## src/rtl/instruction_fetch_unit_pkg.sv

```systemverilog
// instruction_fetch_unit_pkg: shared data width, NOP encoding and fetch queue entry type.
package instruction_fetch_unit_pkg;
   localparam int DATA_WIDTH = 32;
   localparam logic [DATA_WIDTH-1:0] NOP_INSTR = 32'h0000_0013;
   typedef struct packed {
      logic [DATA_WIDTH-1:0] pc;
      logic [DATA_WIDTH-1:0] instr;
      logic                  filled;
   } fetch_entry_t;
endpackage

```

## src/rtl/fetch_queue.sv

```systemverilog
// fetch_queue: in-order buffer of fetch entries; allocated at request, filled by responses, popped by decode.
module fetch_queue
   import instruction_fetch_unit_pkg::*;
#(
   parameter int DEPTH = 2,
   localparam int PW = $clog2(DEPTH)
) (
   input  logic                  clk,
   input  logic                  rst_n,
   input  logic                  flush,
   input  logic                  alloc,
   input  logic [DATA_WIDTH-1:0] alloc_pc,
   input  logic                  fill,
   input  logic [DATA_WIDTH-1:0] fill_data,
   input  logic                  pop,
   output logic                  full,
   output fetch_entry_t          head,
   output logic [PW:0]           unfilled
);
   fetch_entry_t q [DEPTH];
   logic [PW:0] rd_ptr, wr_ptr, fill_ptr;
   assign full = (wr_ptr - rd_ptr) == (PW+1)'(DEPTH);
   assign unfilled = wr_ptr - fill_ptr;
   always_comb begin
      head = q[rd_ptr[PW-1:0]];
      head.filled = head.filled && (rd_ptr != wr_ptr);
   end
   always_ff @(posedge clk) begin
      if (alloc) q[wr_ptr[PW-1:0]] <= '{pc: alloc_pc, instr: NOP_INSTR, filled: 1'b0};
      if (fill) begin
         q[fill_ptr[PW-1:0]].instr  <= fill_data;
         q[fill_ptr[PW-1:0]].filled <= 1'b1;
      end
   end
   always_ff @(posedge clk or negedge rst_n) begin
      if (!rst_n) begin
         rd_ptr   <= '0;
         wr_ptr   <= '0;
         fill_ptr <= '0;
      end else if (flush) begin
         rd_ptr   <= '0;
         wr_ptr   <= '0;
         fill_ptr <= '0;
      end else begin
         if (alloc) wr_ptr <= wr_ptr + 1'b1;
         if (fill) fill_ptr <= fill_ptr + 1'b1;
         if (pop) rd_ptr <= rd_ptr + 1'b1;
      end
   end
endmodule

```

## src/rtl/instruction_fetch_unit.sv

```systemverilog
// instruction_fetch_unit: PC register, imem request/response handshake and redirect flushing around fetch_queue.
module instruction_fetch_unit
   import instruction_fetch_unit_pkg::*;
#(
   parameter logic [DATA_WIDTH-1:0] RESET_PC = 32'h0000_0000,
   parameter int DEPTH = 2
) (
   input  logic                  clk,
   input  logic                  rst_n,
   output logic                  imem_req_valid_o,
   input  logic                  imem_req_ready_i,
   output logic [DATA_WIDTH-1:0] imem_addr_o,
   input  logic                  imem_rsp_valid_i,
   input  logic [DATA_WIDTH-1:0] imem_rsp_data_i,
   input  logic                  redirect_valid_i,
   input  logic [DATA_WIDTH-1:0] redirect_pc_i,
   output logic                  instr_valid_o,
   input  logic                  instr_ready_i,
   output logic [DATA_WIDTH-1:0] instruction_o,
   output logic [DATA_WIDTH-1:0] pc_o
);
   localparam int PW = $clog2(DEPTH);
   localparam int CW = PW + 4;
   logic [DATA_WIDTH-1:0] fetch_pc;
   logic [CW-1:0] discard;
   logic full, req_fire, drop, fill;
   logic [PW:0] unfilled;
   fetch_entry_t head;
   assign imem_req_valid_o = rst_n && !full && !redirect_valid_i;
   assign req_fire = imem_req_valid_o && imem_req_ready_i;
   assign drop = imem_rsp_valid_i && discard != '0;
   assign fill = imem_rsp_valid_i && discard == '0 && !redirect_valid_i;
   assign imem_addr_o = fetch_pc;
   assign instr_valid_o = head.filled && !redirect_valid_i;
   assign instruction_o = instr_valid_o ? head.instr : NOP_INSTR;
   assign pc_o = instr_valid_o ? head.pc : '0;
   fetch_queue #(.DEPTH(DEPTH)) u_queue (
      .clk       (clk),
      .rst_n     (rst_n),
      .flush     (redirect_valid_i),
      .alloc     (req_fire),
      .alloc_pc  (fetch_pc),
      .fill      (fill),
      .fill_data (imem_rsp_data_i),
      .pop       (instr_valid_o && instr_ready_i),
      .full      (full),
      .head      (head),
      .unfilled  (unfilled)
   );
   // A response arriving with a redirect is dropped, consuming one of the words now owed.
   always_ff @(posedge clk or negedge rst_n) begin
      if (!rst_n) begin
         fetch_pc <= RESET_PC;
         discard  <= '0;
      end else begin
         if (redirect_valid_i) fetch_pc <= redirect_pc_i & ~DATA_WIDTH'(3);
         else if (req_fire) fetch_pc <= fetch_pc + DATA_WIDTH'(4);
         if (redirect_valid_i) discard <= discard + CW'(unfilled) - CW'(imem_rsp_valid_i);
         else if (drop) discard <= discard - 1'b1;
      end
   end
   assert property (@(posedge clk) disable iff (!rst_n)
      !(imem_rsp_valid_i && discard == '0 && unfilled == '0));
endmodule

```

## config.mk

```make
export PLATFORM = sky130hd
export DESIGN_NAME = instruction_fetch_unit
export DESIGN_NICKNAME = d
export VERILOG_FILES = /design/src/rtl/instruction_fetch_unit_pkg.sv /design/src/rtl/fetch_queue.sv /design/src/rtl/instruction_fetch_unit.sv
export SDC_FILE = /design/constraint.sdc
export NUM_CORES = 1
export LEC_CHECK = 0
export ABC_AREA = 1
export ABC_CLOCK_PERIOD_IN_PS = 7750
export CORE_MARGIN = 1.5
export CORE_UTILIZATION = 31
export DETAILED_ROUTE_END_ITERATION = 7
export PLACE_DENSITY = 0.49
export RECOVER_POWER = 25
export SETUP_SLACK_MARGIN = 0.4
export SLEW_MARGIN = 25
export SYNTH_ARGS = -nofsm -noshare
export SYNTH_HDL_FRONTEND = slang
export SYNTH_HIERARCHICAL = 1
export SYNTH_SLANG_ARGS = --single-unit
```

## constraint.sdc

```tcl
create_clock -name clk -period 7.75 [get_ports clk]
set_clock_uncertainty 0.05 [all_clocks]
set_input_delay 1.9375 -clock clk [delete_from_list [all_inputs] [get_ports clk]]
set_output_delay 1.9375 -clock clk [all_outputs]
set_load 0.02 [all_outputs]
```

# Word level (Yosys, flattened, before mapping)
# Memories as Yosys holds them, arrays and structs flattened.
# Index checks and enable logic that the tools add are counted.
# W data, S select, Z words.
dict set report totals {
  ram_bits 130
  regBits 43
  inputBits 70
  n_memories 1
  wordCells 50
}
dict set report classes {
  reduce_logical 17
  eq_ne 2
  addsub 9
  n_mux 16
}
# name depth word_bits read_ports rd_ports_with_merged_regs write_ports line
set memory_table {}
lappend memory_table {u_queue.q 2 65 1 0 2 fetch_queue.sv:20} ;# fetch_entry_t q [DEPTH];
# op count
set ops {}
lappend ops {{$mux W32} 4}
lappend ops {{$add A32 B3 Y32 const B} 1}
lappend ops {{$mux W2} 6}
lappend ops {{$mux W5} 2}
lappend ops {{$logic_and A1 B1 Y1} 9}
lappend ops {{$reduce_bool A2 Y1} 4}
lappend ops {{$add A2 B1 Y2 const B} 3}
lappend ops {{$add A5 B2 Y5} 1}
lappend ops {{$logic_not A5 Y1} 1}
lappend ops {{$reduce_bool A5 Y1} 1}
lappend ops {{$sub A5 B1 Y5} 1}
lappend ops {{$sub A5 B1 Y5 const B} 1}
lappend ops {{$mux W1} 4}
lappend ops {{$sub A2 B2 Y2} 2}
lappend ops {{$eq A2 B2 Y1 const B} 1}
lappend ops {{$logic_not A1 Y1} 2}
lappend ops {{$ne A2 B2 Y1} 1}

# Depth between registers and ports, before layout
dict set report logic_depth {
  depth_word 8
  mapped_depth 14
  ltp_nobuf 14
}

# By module
# Netlist, hierarchy kept.
# module cells_each seq_area_each_um2 area_each_um2 n_inst
set modules_own_cells {}
lappend modules_own_cells {fetch_queue 504 4033.9 5527.8 1}
lappend modules_own_cells {instruction_fetch_unit 573 875.8 3309.4 1}

# Least setup slack after synthesis
# Ideal clock, no wire load.
dict set report synth_timing {
  path_type {input -> register}
  from {input redirect_valid_i}
  to {memory u_queue/q[0][10] (netlist name) (enable)}
  slack_ns 2.403
  setup_ns 0.466
  t_arrival_ns 4.832
  stages 7
  n_path_buf 2
  cell_sequence {nor2_1 > nand3_1 > inv_2 > buf_4 > buf_4 > inv_1 > o21ai_0}
}
# element line
set synth_rtl {}
lappend synth_rtl {{from (decl)} instruction_fetch_unit.sv:15} ;# input logic redirect_valid_i,
lappend synth_rtl {{to (decl)} fetch_queue.sv:20}

# Worst setup path in the final report
dict set report layout_timing {
  from {input redirect_valid_i}
  to {output instruction_o[25]}
}
dict set report layout_via {
  elab_chain_cells 3
}
# element line
set layout_lines {}
lappend layout_lines {{$logic_not A1 Y1} instruction_fetch_unit.sv:34} ;# assign instr_valid_o = head.filled && !redirect_valid_i;
lappend layout_lines {{$logic_and A1 B1 Y1} instruction_fetch_unit.sv:34}
lappend layout_lines {{$mux W32} instruction_fetch_unit.sv:35} ;# assign instruction_o = instr_valid_o ? head.instr : NOP_INSTR;
lappend layout_lines {{to (decl)} instruction_fetch_unit.sv:19} ;# output logic [DATA_WIDTH-1:0] instruction_o,
# No other way between the ends.

==> flow_metrics.env <==
export IMPL_start_util=0.316
export IMPL_pre_cts_ws_ns=1.22
export IMPL_violations="max-capacitance violations, max-slew violations"
export IMPL_min_period_over_period=0.830
export IMPL_cts_tree="done"
export IMPL_arrival_ns=4.44
export IMPL_grt_pass1_wl_um=36200
export IMPL_antenna_found_initial=1
export IMPL_wl_um=23000
export IMPL_cts_hold_buf=0
export IMPL_synth_area_top_cells="edfxtp_1, nand2_1, dfrtp_1"
export IMPL_netlist_top_cells_count="nand2_1, nor2_1, inv_1, edfxtp_1, nand3_1"
export IMPL_finalHoldViolations=0
export IMPL_avgViaCountPerCell=4.36
export IMPL_clk_latency_ns=0.43
export IMPL_fp_dieW_um=172
export IMPL_io_pins=168
export IMPL_period_needed_ns=6.43
export IMPL_clock_root_buffer="clkbuf_16"
export IMPL_drive_gt1_frac=0.0570
export IMPL_numPortBuffers=163
export IMPL_leakage_nw=5.07
export IMPL_cts_num_sinks=171
export IMPL_synth_top_area_frac=0.435
export IMPL_async_flop_share=0.240
export IMPL_antenna_left=0
export IMPL_grt_pass1_vias=6768
export IMPL_clock_path_buffers=2
export IMPL_finalPower_mw=2.38
export IMPL_fin_ws_ns=1.32
export IMPL_slew_viol_final=42
export IMPL_postCtsResizedCells=0
export IMPL_reg2reg_from="u_queue/rd_ptr[0]"
export IMPL_rsz0062_at_grt="false"
export IMPL_synth_edf_count=128
export IMPL_route_detailed_drc=0
export IMPL_seq_area_frac_synth=0.556
export IMPL_tns_ns=0
export IMPL_synth_area_per_cell_um2=8.21
export IMPL_nNetsFinal=1314
export IMPL_post_route_util=0.409
export IMPL_timing_fmax_ghz=0.156
export IMPL_yosysMostFrequentCell="nand2_1"
export IMPL_critPathMaxStageDelay_ns=0.63
export IMPL_ys_ff_latch=171
export IMPL_startpoint="redirect_valid_i"
export IMPL_numCtsBuffers=17
export IMPL_gp_congestion=0.809
export IMPL_num_rows=61
export IMPL_synthDistinctLibCells=35
export IMPL_max_cap_violations=1
export IMPL_setup_violations_final=0
export IMPL_grt_max_degree=65
export IMPL_path_clk_slew_ns=0.07
export IMPL_vias=7091
export IMPL_irDropWorstVdd_mv=0.104
export IMPL_slew_limit_headroom=-0.720
export IMPL_dieArea_um2=29500
export IMPL_hpwl_um=15600
export IMPL_end_kind="output pin"
export IMPL_yosysTopAreaCell="edfxtp_1"
export IMPL_wire_per_inst_um=14.2
export IMPL_critical_path_slowest_cell="clkdlybuf4s50_1"
export IMPL_ys_flop_type="edfxtp_1"
export IMPL_path_max_fanout=45
export IMPL_critPathLaunchType="input pin"
export IMPL_cts_setup_buffers=0
export IMPL_status="complete, but fails checks"
export IMPL_area_delta_synth_final_pct=29.2
export IMPL_htree_levels=4
export IMPL_cp_required_ns=5.76
export IMPL_min_delay_start="u_queue/q[1][0]"
export IMPL_netlist_instances=1077
export IMPL_hold_class="flip-flop to flip-flop"
export IMPL_grt_ovfl_total=0
export IMPL_tightest_slew_ns=2.58
export IMPL_grt_use_total=0.163
export IMPL_worstSetupPathType="input pin to output pin"
export IMPL_power_density_nw_per_um2=209
export IMPL_yosys_warnings=6
export IMPL_first_iter_violations=339
export IMPL_holdWs_ns=0.404
export IMPL_drt_pass1_iterations=5
export IMPL_core_um2=27900
export IMPL_crit_chain="clkdlybuf4s50_1 > inv_1 > buf_4 > nand2_2 > buf_4 > nor2_1 > clkdlybuf4s50_1"
export IMPL_syn_cell_area_um2=8840
export IMPL_die_h_um=172
## stage by stage
step / cell area [µm²] / std cells
5_1_grt: 11400 / 1625
2_1_floorplan: 8860 / 1082
3_5_place_dp: 10800 / 1592
4_1_cts: 11400 / 1624
3_3_place_gp: 10800 / 1591
6_report: 11400 / 1625
## power breakdown
| group | internal, mW | switching, mW | leakage (nW) |
|---|---|---|---|
| clock network | 0.438 | 0.417 | 0.295 |
| logic | 0.177 | 0.245 | 3.17 |
| registers | 1.05 | 0.0601 | 1.60 |
| total | 1.66 | 0.722 | 5.07 |
## critical path, delay by kind of cell
kind	cells	cell delay (ns)
AND/OR/NAND/NOR	2	0.68
buffers and inverters	5	1.81
## cell families after synthesis
kind of cell / Yosys count / share of synthesized area
compound gates: 65 / 0.0408
xor+xnor: 4 / 0.00396
fa+ha+maj: 11 / 0.0164
buf+inv: 214 / 0.103
flops: 171 / 0.556
other cells: 1 / 0.000424
simple gates: 611 / 0.280
## final timing paths
kind / to / depth (start not counted) / slack [ns]
setup / recovery: instruction_o[25] / 7 / 1.32
setup reg to reg: u_queue/q[0][1] / 11 / 3.94
max in group asynchronous: u_queue/rd_ptr[0] / 2 / 3.38
hold / removal: u_queue/q[1][0] / 2 / 0.40
hold reg to reg: u_queue/q[1][0] / 2 / 0.40
min in group asynchronous: imem_addr_o[26] / 2 / 2.61
## flip-flops by register name, summed over array words and instances, names as in the netlist
name and flops:
u_queue/q 130, u_queue/wr_ptr 2, discard 5, imem_addr_o 30, u_queue/fill_ptr 2, u_queue/rd_ptr 2
## cell type report
cell class	instances	area, µm²
well taps	378	473
clock buffers	17	425
clock inverters	15	176
multi-input cells	697	3060
fillers	2873	16500
diodes	1	2.50
flip-flops and latches	171	4910
inverters	173	649
repair buffers	173	1720
## cells in the final DEF, fill, tap and decap left out, types with 3 or more instances in the layout
master / n
a21oi_1: 11
buf_4: 8
clkbuf_16: 17
clkdlybuf4s50_1: 156
clkinv_8: 4
conb_1: 6
dfrtp_1: 40
dlygate4sd3_1: 6
edfxtp_1: 128
ha_1: 10
inv_1: 171
inv_6: 3
inv_8: 6
nand2_1: 352
nand2_2: 8
nand3_1: 48
nand4_1: 3
nor2_1: 171
nor2_2: 8
nor2_4: 6
nor3_1: 5
o21ai_0: 37
o21bai_1: 6
o22ai_1: 5
or2_1: 3
xor2_1: 4
## metal layers
metal	part of all wire	GRT usage	wire length [µm]	vias up
met5	0	0	0	-
met4	0.018	0.0552	424	0
met3	0.049	0.0299	1140	24
met2	0.47	0.272	10800	195
met1	0.46	0.213	10700	3229
li1	-	-	-	3643
No activity file was read; power rests on OpenSTA's default activity.
==> edit, RTL diff (same flow settings) <==
`DEPTH` is set to 2 in 2 places; all go to 4.
--- a/src/rtl/fetch_queue.sv
+++ b/src/rtl/fetch_queue.sv
@@ -4,3 +4,3 @@
 #(
-   parameter int DEPTH = 2,
+   parameter int DEPTH = 4,
    localparam int PW = $clog2(DEPTH)
--- a/src/rtl/instruction_fetch_unit.sv
+++ b/src/rtl/instruction_fetch_unit.sv
@@ -5,3 +5,3 @@
    parameter logic [DATA_WIDTH-1:0] RESET_PC = 32'h0000_0000,
-   parameter int DEPTH = 2
+   parameter int DEPTH = 4
 ) (
Function: changed (Yosys sat finds a counterexample within 4 cycles, from zero or initial values and one cycle with rst_n low).
==> edit against the original RTL <==
The flow finishes with violations (DRC, capacitance limit, slew limit); routed wire length increased by 69%; sequential cell count increased by 134; area after synthesis increased by 66%; power increased by 73%; design area increased by 57%; setup slack improved by 0.076 ns; via count increased by 53%; sequential power increased by 74%; largest cell class unchanged; highest routed layer is now met5.
==> edit: results (changes against the original RTL) <==
Logic synthesis:
- The synthesized area per cell is 9.39 um2 (+14%).
- The number of flip-flops and latches in the synthesized netlist is 305 (+78%).
- Counting instances in the post-synthesis netlist gives the leading cell types as nor2_1 (423), edfxtp_1 (256), nand2_1 (190).
- The number of different library cells in the post-synthesis netlist was 42 (+20%).

Drt:
- The first-iteration detailed-routing DRC count was 644 (+90%).
- The met3 wire length is 1970 um (+73%).
- The detailed route wirelength on metal2 was 18300 um (+69%).
- The top layer used by detailed routing is met5.
- The total DRC errors in the routed layout came to 24 (+24).
- The total routed wirelength was 39100 um (+69%).
- The number of iterations in the first detailed-routing pass came to 7 (+2).

Global route:
- The global-route wire length before repair came to 60700 um (+68%).
- The pin count of the biggest net entering global routing is 91 (+40%).

Layout:
- The non-filler instance count after layout is 2345 (+44%).
- The multi-input gate share of total cell area is 25.9% (-0.92 points).
- The non-clock inverter count in the final layout was 185 (+6.9%).
- The non-clock buffer count in the final layout was 178 (+2.9%).
- The buffer share of cell area came to 9.64% (-5.4 points).

Run:
- The number of max-cap violations is 2 (+1).

Worst setup path:
- The biggest fanout along the worst timing path is 38 (-16%).

Clock network:
- The CTS buffer count is 36 (+19).
- The buffer depth of the longest clock path came to 3 (+1).

Place:
- The instance area after placement is 16700 um2 (+55%).
- The worst setup timing slack at the placement stage is 2.10 ns (+0.880 ns).
- The placer congestion estimate is 0.788 (-2.6%).
- The detailed-placement wirelength estimate is 23400 um (+50%).

Run status:
- The final reports fail on DRC, capacitance limit, slew limit.
- The run finished, with violations left.

Power and ir drop:
- The power share of the clock group was 41.0% (+5.1 points).
- The fraction of power spent switching nets was 25.7% (-4.6 points).

Timing:
- The count of pins over their slew limit is 85 (+100%).
-- edit: changes by cell type after synthesis, sizes merged, moves of 5 or more --
cell,delta
a21oi,+5
buf,+27
clkbuf,+8
edfxtp,+128
ha,+16
inv,+12
nand2,-167
nand3,+6
nor2,+244
o211ai,+5
o21ai,+201
-- edit: critical path: stages --
cell             delay (ns)
clkbuf_1               0.11
clkbuf_1               1.46
nor3b_1                0.19
clkdlybuf4s50_1        0.64
-- edit: worst paths after layout --
check	endpoint	slack, ns	cells after the start
setup / recovery	imem_req_valid_o	1.40	4
min in group asynchronous	imem_addr_o[8]	2.50	2
max in group asynchronous	u_queue/rd_ptr[0]	3.15	2
setup reg to reg	u_queue/q[3][24]	3.37	11
hold reg to reg	u_queue/q[0][0]	0.42	2
hold / removal	u_queue/q[0][0]	0.42	2
